<file path="config.mk">
export PLATFORM = sky130hd
export DESIGN_NAME = mw_sub_seq
export DESIGN_NICKNAME = d
export VERILOG_FILES = /design/src/rtl/mw_sub_seq.sv
export SDC_FILE = /design/constraint.sdc
export NUM_CORES = 1
export LEC_CHECK = 0
export BUFFER_PORTS_ARGS = -buffer_cell sky130_fd_sc_hd__buf_2
export CAP_MARGIN = 0
export CORE_MARGIN = 2
export CORE_UTILIZATION = 30
export CTS_CLUSTER_DIAMETER = 60
export DETAILED_ROUTE_END_ITERATION = 16
export PLACE_DENSITY = 0.47
export SLEW_MARGIN = 0
export SYNTH_ARGS = -nofsm -noshare
export SYNTH_HDL_FRONTEND = slang
export SYNTH_SLANG_ARGS = --single-unit
export TNS_END_PERCENT = 30
</file>
<file path="constraint.sdc">
create_clock -name clk -period 3.1 [get_ports clk]
set_clock_uncertainty 0.05 [all_clocks]
set_input_delay 0.155 -clock clk [delete_from_list [all_inputs] [get_ports clk]]
set_output_delay 0.155 -clock clk [all_outputs]
set_load 0.05 [all_outputs]
</file>
<file path="src/rtl/mw_sub_seq.sv">
// -----------------------------------------------------------------------------
// mw_sub_seq -- chunk-serial multi-word subtractor
//
// Computes diff = a - b (mod 2^N) as a + ~b + 1, one WIDTH-bit chunk per clock,
// least-significant chunk first, with the carry registered between chunks.
// One transaction at a time: IDLE accepts, RUN lasts NWORDS cycles, DONE holds
// the result until the consumer takes it.
//
// Parameters
//   WIDTH   chunk width in bits (>= 2)
//   NWORDS  chunks per operand (>= 2); N = WIDTH*NWORDS
//
// Ports
//   clk        clock, rising edge
//   rst_n      asynchronous active-low reset
//   in_valid   operand pair a/b valid (sampled only in IDLE)
//   in_ready   high in IDLE
//   a, b       minuend / subtrahend, N bits
//   out_valid  result valid (DONE)
//   out_ready  consumer accepts result
//   diff       a - b mod 2^N
//   cout       final carry, 1 = no borrow (a >= b unsigned)
//   zero, ovf  (only with MW_SUB_SEQ_FLAGS_EN defined) diff == 0 and signed
//              overflow, registered, valid with out_valid
//
// Build option: define MW_SUB_SEQ_FLAGS_EN to add the zero/ovf outputs.
// -----------------------------------------------------------------------------
module mw_sub_seq #(
   parameter int WIDTH  = 4,
   parameter int NWORDS = 4
) (
   input  logic                    clk,
   input  logic                    rst_n,
   input  logic                    in_valid,
   output logic                    in_ready,
   input  logic [WIDTH*NWORDS-1:0] a,
   input  logic [WIDTH*NWORDS-1:0] b,
   output logic                    out_valid,
   input  logic                    out_ready,
   output logic [WIDTH*NWORDS-1:0] diff,
   output logic                    cout
`ifdef MW_SUB_SEQ_FLAGS_EN
   ,
   output logic                    zero,
   output logic                    ovf
`endif
);

   localparam int N     = WIDTH * NWORDS;
   localparam int IDX_W = $clog2(NWORDS);

   typedef enum logic [1:0] {
      IDLE = 2'd0,
      RUN  = 2'd1,
      DONE = 2'd2
   } state_t;

   state_t             state_q, state_d;
   logic [N-1:0]       a_q, a_d;
   logic [N-1:0]       nb_q, nb_d;      // holds ~b so RUN is a plain add
   logic [N-1:0]       diff_q, diff_d;
   logic [IDX_W-1:0]   idx_q, idx_d;
   logic               carry_q, carry_d;
   logic               cout_q, cout_d;

   logic [WIDTH-1:0]   a_chunk  [NWORDS];
   logic [WIDTH-1:0]   nb_chunk [NWORDS];
   logic [WIDTH:0]     sum;             // {c, s}
   logic               run_step;
   logic               last_step;

   assign run_step  = (state_q == RUN);
   assign last_step = run_step && (idx_q == IDX_W'(NWORDS - 1));

   // Chunk views of the operands, and per-chunk write of the result: only the
   // chunk addressed by idx changes during RUN, the rest keep their value.
   for (genvar gi = 0; gi < NWORDS; gi++) begin : g_chunk
      assign a_chunk[gi]  = a_q[gi*WIDTH +: WIDTH];
      assign nb_chunk[gi] = nb_q[gi*WIDTH +: WIDTH];
      assign diff_d[gi*WIDTH +: WIDTH] =
         (run_step && (idx_q == IDX_W'(gi))) ? sum[WIDTH-1:0]
                                             : diff_q[gi*WIDTH +: WIDTH];
   end

   assign sum = {1'b0, a_chunk[idx_q]} + {1'b0, nb_chunk[idx_q]}
              + {{WIDTH{1'b0}}, carry_q};

`ifdef MW_SUB_SEQ_FLAGS_EN
   logic zero_q, zero_d;
   logic ovf_q,  ovf_d;
`endif

   always_comb begin
      state_d = state_q;
      a_d     = a_q;
      nb_d    = nb_q;
      idx_d   = idx_q;
      carry_d = carry_q;
      cout_d  = cout_q;
`ifdef MW_SUB_SEQ_FLAGS_EN
      zero_d  = zero_q;
      ovf_d   = ovf_q;
`endif
      case (state_q)
         IDLE: begin
            if (in_valid) begin
               a_d     = a;
               nb_d    = ~b;
               idx_d   = '0;
               carry_d = 1'b1;   // the +1 of two's-complement negation
               state_d = RUN;
            end
         end
         RUN: begin
            carry_d = sum[WIDTH];
            idx_d   = idx_q + IDX_W'(1);
            if (last_step) begin
               idx_d   = '0;
               cout_d  = sum[WIDTH];
               state_d = DONE;
`ifdef MW_SUB_SEQ_FLAGS_EN
               zero_d  = (diff_d == '0);
               // a and b differ in sign  <=>  a and ~b agree in sign
               ovf_d   = (a_q[N-1] == nb_q[N-1]) && (diff_d[N-1] != a_q[N-1]);
`endif
            end
         end
         DONE: begin
            if (out_ready) begin
               state_d = IDLE;
            end
         end
         default: state_d = IDLE;
      endcase
   end

   always_ff @(posedge clk or negedge rst_n) begin
      if (!rst_n) begin
         state_q <= IDLE;
         a_q     <= '0;
         nb_q    <= '0;
         diff_q  <= '0;
         idx_q   <= '0;
         carry_q <= 1'b0;
         cout_q  <= 1'b0;
`ifdef MW_SUB_SEQ_FLAGS_EN
         zero_q  <= 1'b0;
         ovf_q   <= 1'b0;
`endif
      end else begin
         state_q <= state_d;
         a_q     <= a_d;
         nb_q    <= nb_d;
         diff_q  <= diff_d;
         idx_q   <= idx_d;
         carry_q <= carry_d;
         cout_q  <= cout_d;
`ifdef MW_SUB_SEQ_FLAGS_EN
         zero_q  <= zero_d;
         ovf_q   <= ovf_d;
`endif
      end
   end

   assign in_ready  = (state_q == IDLE);
   assign out_valid = (state_q == DONE);
   assign diff      = diff_q;
   assign cout      = cout_q;
`ifdef MW_SUB_SEQ_FLAGS_EN
   assign zero      = zero_q;
   assign ovf       = ovf_q;
`endif

endmodule

</file>
-- Yosys cells after proc, flatten, opt, wreduce, memory -nomap -nowiden
Index checks and enable logic that the tools add are counted.
- register bits after elaboration: 54
- input port bits: 36
- logic and storage cells: 50
- magnitude comparators: 1
- bitwise gates (word level): 2
- equal/unequal tests: 8
- muxes and demuxes: 15
- add/subtract/negate cells: 3
- reductions and logical operators: 11
- operator list (cell ; count):
    binary-select mux 4 bit (select 2 bit) ; 2
    two-way mux 4 bit ; 4
    inverter 16 bit ; 1
    two-way mux 2 bit ; 5
    == test 2 bit, second input constant ; 3
    one-hot mux 2 bit (3 select lines) ; 1
    AND reduction 2 bit ; 3
    adder 4 x 4 -> 5 bit ; 1
    adder 5 x 1 -> 5 bit ; 1
    == test 2 x 1 -> 1 bit, second input constant ; 2
    logical AND 1 bit ; 4
    logical NOT 2 bit ; 2
    != test 2 x 1 -> 1 bit, second input constant ; 2
    one-hot mux 2 bit (2 select lines) ; 1
    greater-or-equal comparator 3 bit, second input constant ; 1
    inverter 2 -> 3 bit ; 1
    AND reduction 3 bit ; 1
    adder 2 x 1 -> 2 bit, second input constant ; 1
    != test 2 bit, second input constant ; 1
    one-hot mux 1 bit (2 select lines) ; 1
    nonzero test 2 bit ; 1
    two-way mux 1 bit ; 1

-- Depth between registers and ports, before layout
Gate-level depths: netlist of the first run.
- word-level depth: 7
- gate-level depth with buffers: 8
- mapped depth without buffers: 7

-- Least setup slack after synthesis of the first run
OpenSTA, ideal clock, no wires.
- kind: reg-to-reg
- start: register idx_q[0]
- end: register diff_q[13], in the netlist diff[13]
- setup time: 0.084 ns
- data required time: 2.966 ns
- arrival time: 2.250 ns
- path slack: 0.716 ns
- cell stages (with the launch flop): 7
- period minus slack after synthesis: 2.384 ns
- cell sequence: dfrtp_1 -> buf_2 -> mux4_2 -> fa_1 -> inv_1 -> fa_1 -> o21ai_0
- word-level cells in the longest chain between the ends: 6
- RTL lines (what ; line ; text):
    start, declared ; 62 ; logic [IDX_W-1:0] idx_q, idx_d;
    start signal, assigned ; 155 ; idx_q <= idx_d;
    inverter 2 -> 3 bit (not written as such) ; 85 ; assign sum = {1'b0, a_chunk[idx_q]} + {1'b0, nb_chunk[idx_q]}
    binary-select mux 4 bit (select 2 bit) ; 85 ;
    two-way mux 4 bit (not written as such) (2 in a row) ; 85 ;
    adder 4 x 4 -> 5 bit ; 85 ;
    adder 5 x 1 -> 5 bit ; 86 ; + {{WIDTH{1'b0}}, carry_q};
    end signal, assigned ; 154 ; diff_q <= diff_d;
    end, declared ; 61 ; logic [N-1:0] diff_q, diff_d;
Several ways; a longest one is shown, not always the timed one. The select of a mux whose other input is x is not followed.
A chain may end at the register's enable or synchronous reset.

-- Worst setup path in the final report of the first run
- start: register idx_q[0]
- end: register diff_q[3], in the netlist diff[3]
Same word-level chain as after synthesis.

==> metrics, run 1 <==
hold-fix buffer count after cts=18; Async SR Flop Fraction=1.000; Clock Sink Count=54; DP Area=2851 um^2; multi-input logic area=1050 um^2; Die Span X=95.33 um; Starting Density=0.3076; R2R cell count=6; number of fill cells=806; layout cells sized above 1=0.3684; largest net degree at the start of global routing=49; Pins Over Slew Limit=0; GR Util met1=0.1808; CP Capture Type=register; worst-margin pin slew=roughly 0.69 ns; post-CTS setup buffers=0; synthesized flop and latch total=54; cell taking the most area after synthesis=dfrtp_1; post-CTS resize count=0; Chip Height=95.33 um; Util after Layout=0.3849; Fin Setup TNS=0 ns; register area share after synthesis=0.5400; Post-synth EDFFs=0; final net count=310; die area=between 9000 and 10000 um^2; M2 GR Usage=0.1860; Via-to-Cell Ratio=4.437; Tot GR Track Use=0.1254; synthesized instance count=193; io pins=55; Synth area leaders=dfrtp_1 (54%), mux2_4 (9.6%), mux4_2 (7.2%), nand2_1 (4.7%), o21ai_0 (4.0%); Design Area, Final=3131 um^2; vias in the first global route=1681; CTS tree=built; Setup CP Type=register to register; Post-route DRC=0; Post-Syn Area=between 2000 and 3000 um^2; dpl ws=0.5763 ns; Tmin final=2.544 ns; Power Density=1223 nW/um^2; yosys warns=0; CORE AREA=8134 um^2; GR Overflow Total=0; H-tree levels=2; port bufs=54; Max clock buf depth=2; R2R setup slack=0.56 ns; cell row count=33; CP arrival=approximately 2.7 ns; total CTS buffers=5; Worst EP required=3.25 ns; WHS=0.01063 ns; Min-Delay Path Class=primary input to register; DRT antenna net count=0; DR WL/cell=13.77 um; unrepaired setup endpoints after global routing=no; most frequent cells in the layout=dfrtp_1 (54), buf_2 (54), nand2_1 (31); CP Launch Type=register; ANT cells=0; P&R area growth vs syn=25.10%; initial antenna violation count=0; first-pass GRT wire length=about 8600 um; Critical Path Sink=diff[3]; Max-cap violations=0; GRT Max-Usage Layer=met2; GPL Wtd Cong=0.7812; clock transition at the registers of the reported paths=0.11 ns; CP Launch Point=idx_q[0]; top-area cell type share of the netlist area=0.5400; Max IR drop VDD=0.2867 mV; Final HPWL DP=3724 um; Fmax achieved=0.3931 GHz; sequential cell area=about 1400 um^2; leak pwr=0.001537 uW; Critical Path Fanout Max=7; via count=1646; final setup fails=0; Post-Syn Nets=238; status=finished clean; Post-synth top flop=dfrtp_1; Starting DRT DRC Count=58; worst skew pair latency=0.32 ns; slew margin rel.=0.5372; Hold Vio Cnt, Final=0; drt total wl=between 5000 and 6000 um; worst setup margin=around 0.56 ns; GR Util met3=0.03004; Mean Syn Cell Area=12.97 um^2; Critical R2R Capture=diff[3]; Final period util=0.8206; count of cell types in the netlist=30; worst r2r src=idx_q[0]; clk root buf=clkbuf_8; TritonRoute pass-1 iters=4
## stage by stage
step           power (uW)  std cells
6_report             3828        371
5_1_grt              4162        371
4_1_cts              3895        371
3_5_place_dp         3446        345
3_3_place_gp         3417        345
2_1_floorplan        2919        193
## registers in the layout (all words and copies together), names as in the netlist
| register | cells |
|---|---|
| a_q | 16 |
| idx_q | 2 |
| state_q | 2 |
| carry_q | 1 |
| cout | 1 |
| nb_q | 16 |
| diff | 16 |
## power breakdown
part / leakage [uW] / switching (uW) / internal, uW
Combinational: 0.000832 / 1210 / 873
Clock: 0.0000478 / 248 / 185
Sequential: 0.000657 / 252 / 1060
## cell usage after synthesis (2+ instances only)
master	number
o21ai_0	20
fa_1	2
mux2_2	3
a22o_1	2
buf_2	3
inv_1	9
nand3b_1	4
nor2b_1	2
buf_6	4
ha_1	7
dfrtp_1	54
nor2_1	4
mux2_4	16
nand2_1	31
mux4_2	8
o31ai_1	4
clkbuf_1	2
o21ai_2	6
## critical path, stage by stage (launching register included)
cell	delay (ns)
dfrtp_1	0.54
buf_4	0.24
mux4_2	0.52
ha_1	0.34
and3_1	0.20
nor3_1	0.41
o31ai_1	0.13
## how the worst min path moves through the flow
stage,start,end,slack [ns],cells after the start
after floorplan,rst_n,a_q[0],-0.19,0
after global placement,rst_n,diff[8],0.08,1
after detailed placement,rst_n,diff[4],0.08,1
after CTS,a[15],a_q[15],0.007,2
after global routing,a[10],a_q[10],0.008,2
final,a[15],a_q[15],0.01,2
## final cells by class
| type | count | area share |
|---|---|---|
| Sequential cell | 54 | 0.4317 |
| Multi-Input combinational cell | 121 | 0.3353 |
| Timing Repair Buffer | 74 | 0.1487 |
| Tap cell | 105 | 0.04197 |
| Clock buffer | 6 | 0.02638 |
| Inverter | 9 | 0.01079 |
| Clock inverter | 2 | 0.005196 |
## cells by family (layout without fill, tap and decap cells)
group,Yosys count,in the layout,synth area share
AO/OA/AOI/OAI,37,37,0.09501
buffers and inverters,18,91,0.04050
multiplexers,28,28,0.1855
flip-flops,54,54,0.5400
AND/OR/NAND/NOR,46,46,0.08450
XOR/XNOR,1,1,0.003501
adder cells (fa/ha/maj),9,9,0.05100
## per-layer routing
layer	wire (um)	part of all wire
met5	0	0
met4	78	0.015
met3	262	0.051
met2	2281	0.45
met1	2486	0.49
(Power assumes the default switching activity.)
==> run 2, diff against run 1 <==
==> constraint.sdc (replaced) <==
create_clock -name clk -period 2.6 [get_ports clk]
set_clock_uncertainty 0.05 [all_clocks]
set_input_delay 0.13 -clock clk [delete_from_list [all_inputs] [get_ports clk]]
set_output_delay 0.13 -clock clk [all_outputs]
set_load 0.05 [all_outputs]
==> run 2 against run 1 <==
Net effect: hold slack better by 0.0012 ns; die area stayed put; final cell count is 4.3% higher; total power is 24% higher; register-to-register slack worse by 0.30 ns; first-iteration DRC count is 22% lower; cell area is 5.8% higher; critical endpoint is now carry_q; largest cell class unchanged; largest power group unchanged; highest routed layer unchanged.
==> metrics, run 2 (synthesis gave the netlist of run 1 again) <==
Design Power=4735 uW; Min-Delay Path Class=primary input to register; total CTS buffers=5; Tmin final=2.347 ns; Hold Vio Cnt, Final=0; Pins Over Slew Limit=0; Setup CP Type=register to register; via count=approximately 1700; Worst EP required=2.74 ns; Post-route DRC=0; most frequent CP cell=fa_1; Final period util=0.9028; clk root buf=clkbuf_8; Max clock buf depth=2; drt total wl=5184 um; Fmax achieved=0.4260 GHz; cell row count=33; Max IR drop VDD=between 0.3 and 0.4 mV; most frequent cells in the layout=buf_2 (54), dfrtp_1 (52), dlygate4sd3_1 (32); vias in the first global route=1749; worst setup margin=0.2527 ns; Starting DRT DRC Count=45; first-pass GRT wire length=8804 um; CP max stage cell=mux4_2; GPL Wtd Cong=roughly 0.74; CP Launch Point=idx_q[0]; final setup fails=0; worst-margin pin slew=between 0.7 and 0.8 ns; CP bufs+invs=1; Final HPWL DP=3608 um; status=finished clean; CORE AREA=8134 um^2; die area=9088 um^2; Starting Density=0.3076; Clock Sink Count=54; Hold Path Origin=a[12]; CP Launch Type=register; DR WL/cell=between 10 and 15 um; P&R area growth vs syn=32.30%; worst r2r src=idx_q[0]; Via-to-Cell Ratio=4.406; Tot GR Track Use=0.1278; CP delay by family, top=adder cells; io pins=between 50 and 60; most common cell after layout, fill and taps aside=buf_2; slew margin rel.=0.5223; Critical Path Fanout Max=7; worst skew pair latency=0.31 ns; Power Density=1430 nW/um^2; DRT antenna net count=0; leak pwr=0.001607 uW; largest net degree at the start of global routing=55; delay of the slowest critical-path stage=0.55 ns; final net count=326; initial antenna violation count=0; TritonRoute pass-1 iters=4; H-tree levels=2; Die Span X=about 95 um; CTS tree=built; Max-cap violations=0; CP Capture Type=register; crit path cell chain=mux4_2 > fa_1 > inv_1 > fa_1 > nor2b_1 > o21ai_0 > a32oi_1; Chip Height=95.33 um; unrepaired setup endpoints after global routing=no; clock transition at the registers of the reported paths=0.10 ns; ANT cells=0; layout cells sized above 1=0.3652; R2R setup slack=0.25 ns; GR Overflow Total=0; dpl ws=0.08063 ns; Fin Setup TNS=0 ns; port bufs=54; CP arrival=between 2 and 2.5 ns
run 2: changes by cell type in the layout (fill, tap and decap cells not counted), sizes merged:
cell / previous run / this run
clkinvlp: 1 / 2
bufinv: 0 / 1
buf: 56 / 58
clkbuf: 6 / 5
inv: 10 / 9
dlygate4sd3: 18 / 32
run 2: cell type report:
type	count	area (um^2)
Clock buffer	5	68.82
Clock inverter	3	45.04
Fill cell	789	4823
Inverter	9	33.78
Multi-Input combinational cell	121	1057
Sequential cell	54	1354
Tap cell	105	131.4
Timing Repair Buffer	90	620.6
run 2: power by group:
group | total (uW) | leakage, uW | switching (uW) | internal [uW]
Sequential | 1570 | 0.000655 | 300 | 1270
Clock | 581 | 0.0000504 | 294 | 287
Combinational | 2590 | 0.000902 | 1470 | 1120
Total | 4740 | 0.00161 | 2060 | 2680
run 2: final timing paths:
kind	to	cells after the start
min in group asynchronous	diff[5]	3
worst min register to register	nb_q[2]	2
max in group asynchronous	idx_q[0]	3
worst min-delay path	a_q[12]	2
worst max-delay path	carry_q	7
worst max register to register	carry_q	7
run 2: stage by stage:
step / hold slack [ns] / instances / instance area, um^2 / util
final: 0.01182 / 387 / 3311 / 0.4070
after global routing: 0.0008685 / 387 / 3311 / 0.4070
after CTS: 0.0004109 / 383 / 3261 / 0.4009
after detailed placement: 0.2618 / 347 / 2867 / 0.3524
after global placement: 0.2589 / 347 / 2867 / 0.3524
after floorplan: -0.2156 / 193 / 2502 / -
run 2: timing repair:
action,in CTS,in global routing
buffers inserted,0,0
hold buffers,28,4
resized for setup,0,3
endpoints found under the hold margin,81,4
setup endpoints to repair,0,9
run 2: metal layers:
metal / vias up / wire length (um) / share of wire / GRT usage
met1: 808 / 2615 / 0.50 / 0.1718
met5: - / 0 / 0 / 0
met4: 0 / 50 / 0.0096 / 0.03261
met3: 5 / 266 / 0.051 / 0.03320
met2: 44 / 2251 / 0.43 / 0.2060
li1: 848 / - / - / -
run 2: worst register-to-register path, delay by kind of cell (launching register included):
kind	cells	cell delay, ns
AO/OA/AOI/OAI	2	0.35
flip-flops	1	0.49
adder cells (fa/ha/maj)	2	0.65
AND/OR/NAND/NOR	1	0.06
multiplexers	1	0.55
buffers and inverters	1	0.08
==> run 3, diff against run 2 <==
--- a/config.mk
+++ b/config.mk
@@ -6,8 +6,7 @@
 export NUM_CORES = 1
 export LEC_CHECK = 0
 export BUFFER_PORTS_ARGS = -buffer_cell sky130_fd_sc_hd__buf_2
-export CAP_MARGIN = 0
-export CORE_MARGIN = 2
+export CORE_MARGIN = 8
 export CORE_UTILIZATION = 30
 export CTS_CLUSTER_DIAMETER = 60
 export DETAILED_ROUTE_END_ITERATION = 16
==> constraint.sdc (replaced) <==
create_clock -name clk -period 2.42 [get_ports clk]
set_clock_uncertainty 0.05 [all_clocks]
set_input_delay 0.121 -clock clk [delete_from_list [all_inputs] [get_ports clk]]
set_output_delay 0.121 -clock clk [all_outputs]
set_load 0.05 [all_outputs]
==> run 3 against run 2 <==
Net effect: clock power is 4.8% higher; clock-buffer cell count stayed put; routed wire length is 8.9% higher; cell area is 1.1% higher.
==> metrics, run 3 (synthesis gave the netlist of run 1 again) <==
status=finished clean; first-pass GRT wire length=9846 um; slew margin rel.=0.5193; io pins=55; via count=1727; Setup CP Type=register to register; DR WL/cell=14.48 um; GRT Max-Usage Layer=met2; Final HPWL DP=just over 4000 um; most frequent cells in the layout=buf_2 (54), dfrtp_1 (52), dlygate4sd3_1 (32); layout cells sized above 1=0.3754; GR Util met3=0.02934; clk root buf=clkbuf_8; Tot GR Track Use=0.1072; CP arrival=2.46 ns; Chip Height=approximately 110 um; H-tree levels=2; Tmin final=2.282 ns; Fmax achieved=about 0.44 GHz; Worst EP required=approximately 2.6 ns; Design Power=5183 uW; M2 GR Usage=0.1646; TritonRoute pass-1 iters=5; Power Density=1548 nW/um^2; Critical Path Fanout Max=6; CP Launch Type=register; Max-cap violations=0; DRT antenna net count=0; die area=about 12000 um^2; Final period util=0.9431; GR Util met1=0.1447; multi-input logic area=1060 um^2; Max clock buf depth=2; sequential cell area=roughly 1400 um^2; cell row count=33; drt total wl=5646 um; Pins Over Slew Limit=0; Die Span X=107.3 um; final net count=329; CP Capture Type=register; port bufs=54; Max IR drop VDD=0.5662 mV; leak pwr=0.001626 uW; Min-Delay Path Class=primary input to register; vias in the first global route=~2000; initial antenna violation count=0; CTS tree=built; ANT cells=0; worst-margin pin slew=0.7210 ns; Post-route DRC=0; most common cell after layout, fill and taps aside=buf_2; unrepaired setup endpoints after global routing=yes; worst skew pair latency=0.31 ns; Clock Sink Count=54; Via-to-Cell Ratio=about 4.4; Hold Vio Cnt, Final=0; final setup fails=0; largest net degree at the start of global routing=between 40 and 50; clock transition at the registers of the reported paths=approximately 0.10 ns; Starting Density=0.3076; P&R area growth vs syn=33.80%; GR Overflow Total=0; Util after Layout=0.4116; number of fill cells=roughly 780; Starting DRT DRC Count=32; CORE AREA=approximately 8100 um^2; total CTS buffers=5; GPL Wtd Cong=0.6964
## run 3: cell types whose count changed in the layout (fill, tap and decap cells not counted), sizes merged
cell,before,now
buf,58,61
## run 3: final cells by class
class,instances,area share
multi-input combinational,121,0.3165
timing repair buffer,93,0.1958
tap,105,0.03924
clock inverter,3,0.01345
clock buffer,5,0.02055
inverter,9,0.01009
sequential,54,0.4043
## run 3: repair_timing
item	4_1_cts	5_1_grt
buffers inserted	0	1
endpoints found under the hold margin	56	1
hold buffers	31	1
gates resized for setup	2	3
cloned	0	0
setup endpoints to repair	5	10
pin swaps	0	1
## run 3: final timing paths
check	slack (ns)	start	depth (start not counted)	end
max	0.14	idx_q[0]	5	diff[5]
min	0.01	a[9]	2	a_q[9]
max reg2reg	0.14	idx_q[0]	5	diff[5]
min reg2reg	0.43	diff[1]	2	diff[1]
max in group asynchronous	1.41	rst_n	3	idx_q[0]
min in group asynchronous	0.31	rst_n	2	carry_q
## run 3: worst max-delay path, stage by stage, from the launching register on
cell and delay, ns:
dfrtp_2 0.44, mux4_2 0.54, fa_1 0.43, inv_1 0.09
fa_2 0.48, o21ai_0 0.19
## run 3: power by group
part           internal, uW  switching, uW
registers              1360            310
clock network           308            301
logic                  1260           1640
## run 3: per-stage QoR
stage | hold slack (ns) | cells | instance area (um^2) | setup TNS, ns | setup slack, ns
after global placement | 0.1433 | 349 | 2894 | -0.03201 | -0.01077
final | 0.009918 | 390 | 3348 | 0 | 0.1377
after detailed placement | 0.1450 | 349 | 2894 | -0.2345 | -0.07572
after CTS | 0.001183 | 388 | 3327 | 0 | 0.07187
after floorplan | -0.2246 | 193 | 2502 | 0 | 0.03603
after global routing | 0.009121 | 390 | 3348 | -0.004526 | -0.004526
## run 3: per-layer routing
| layer | vias to the layer above | share of wire |
|---|---|---|
| met5 | - | 0 |
| met4 | 0 | 0.0090 |
| met3 | 5 | 0.050 |
| met2 | 41 | 0.45 |
| met1 | 828 | 0.49 |
| li1 | 853 | - |
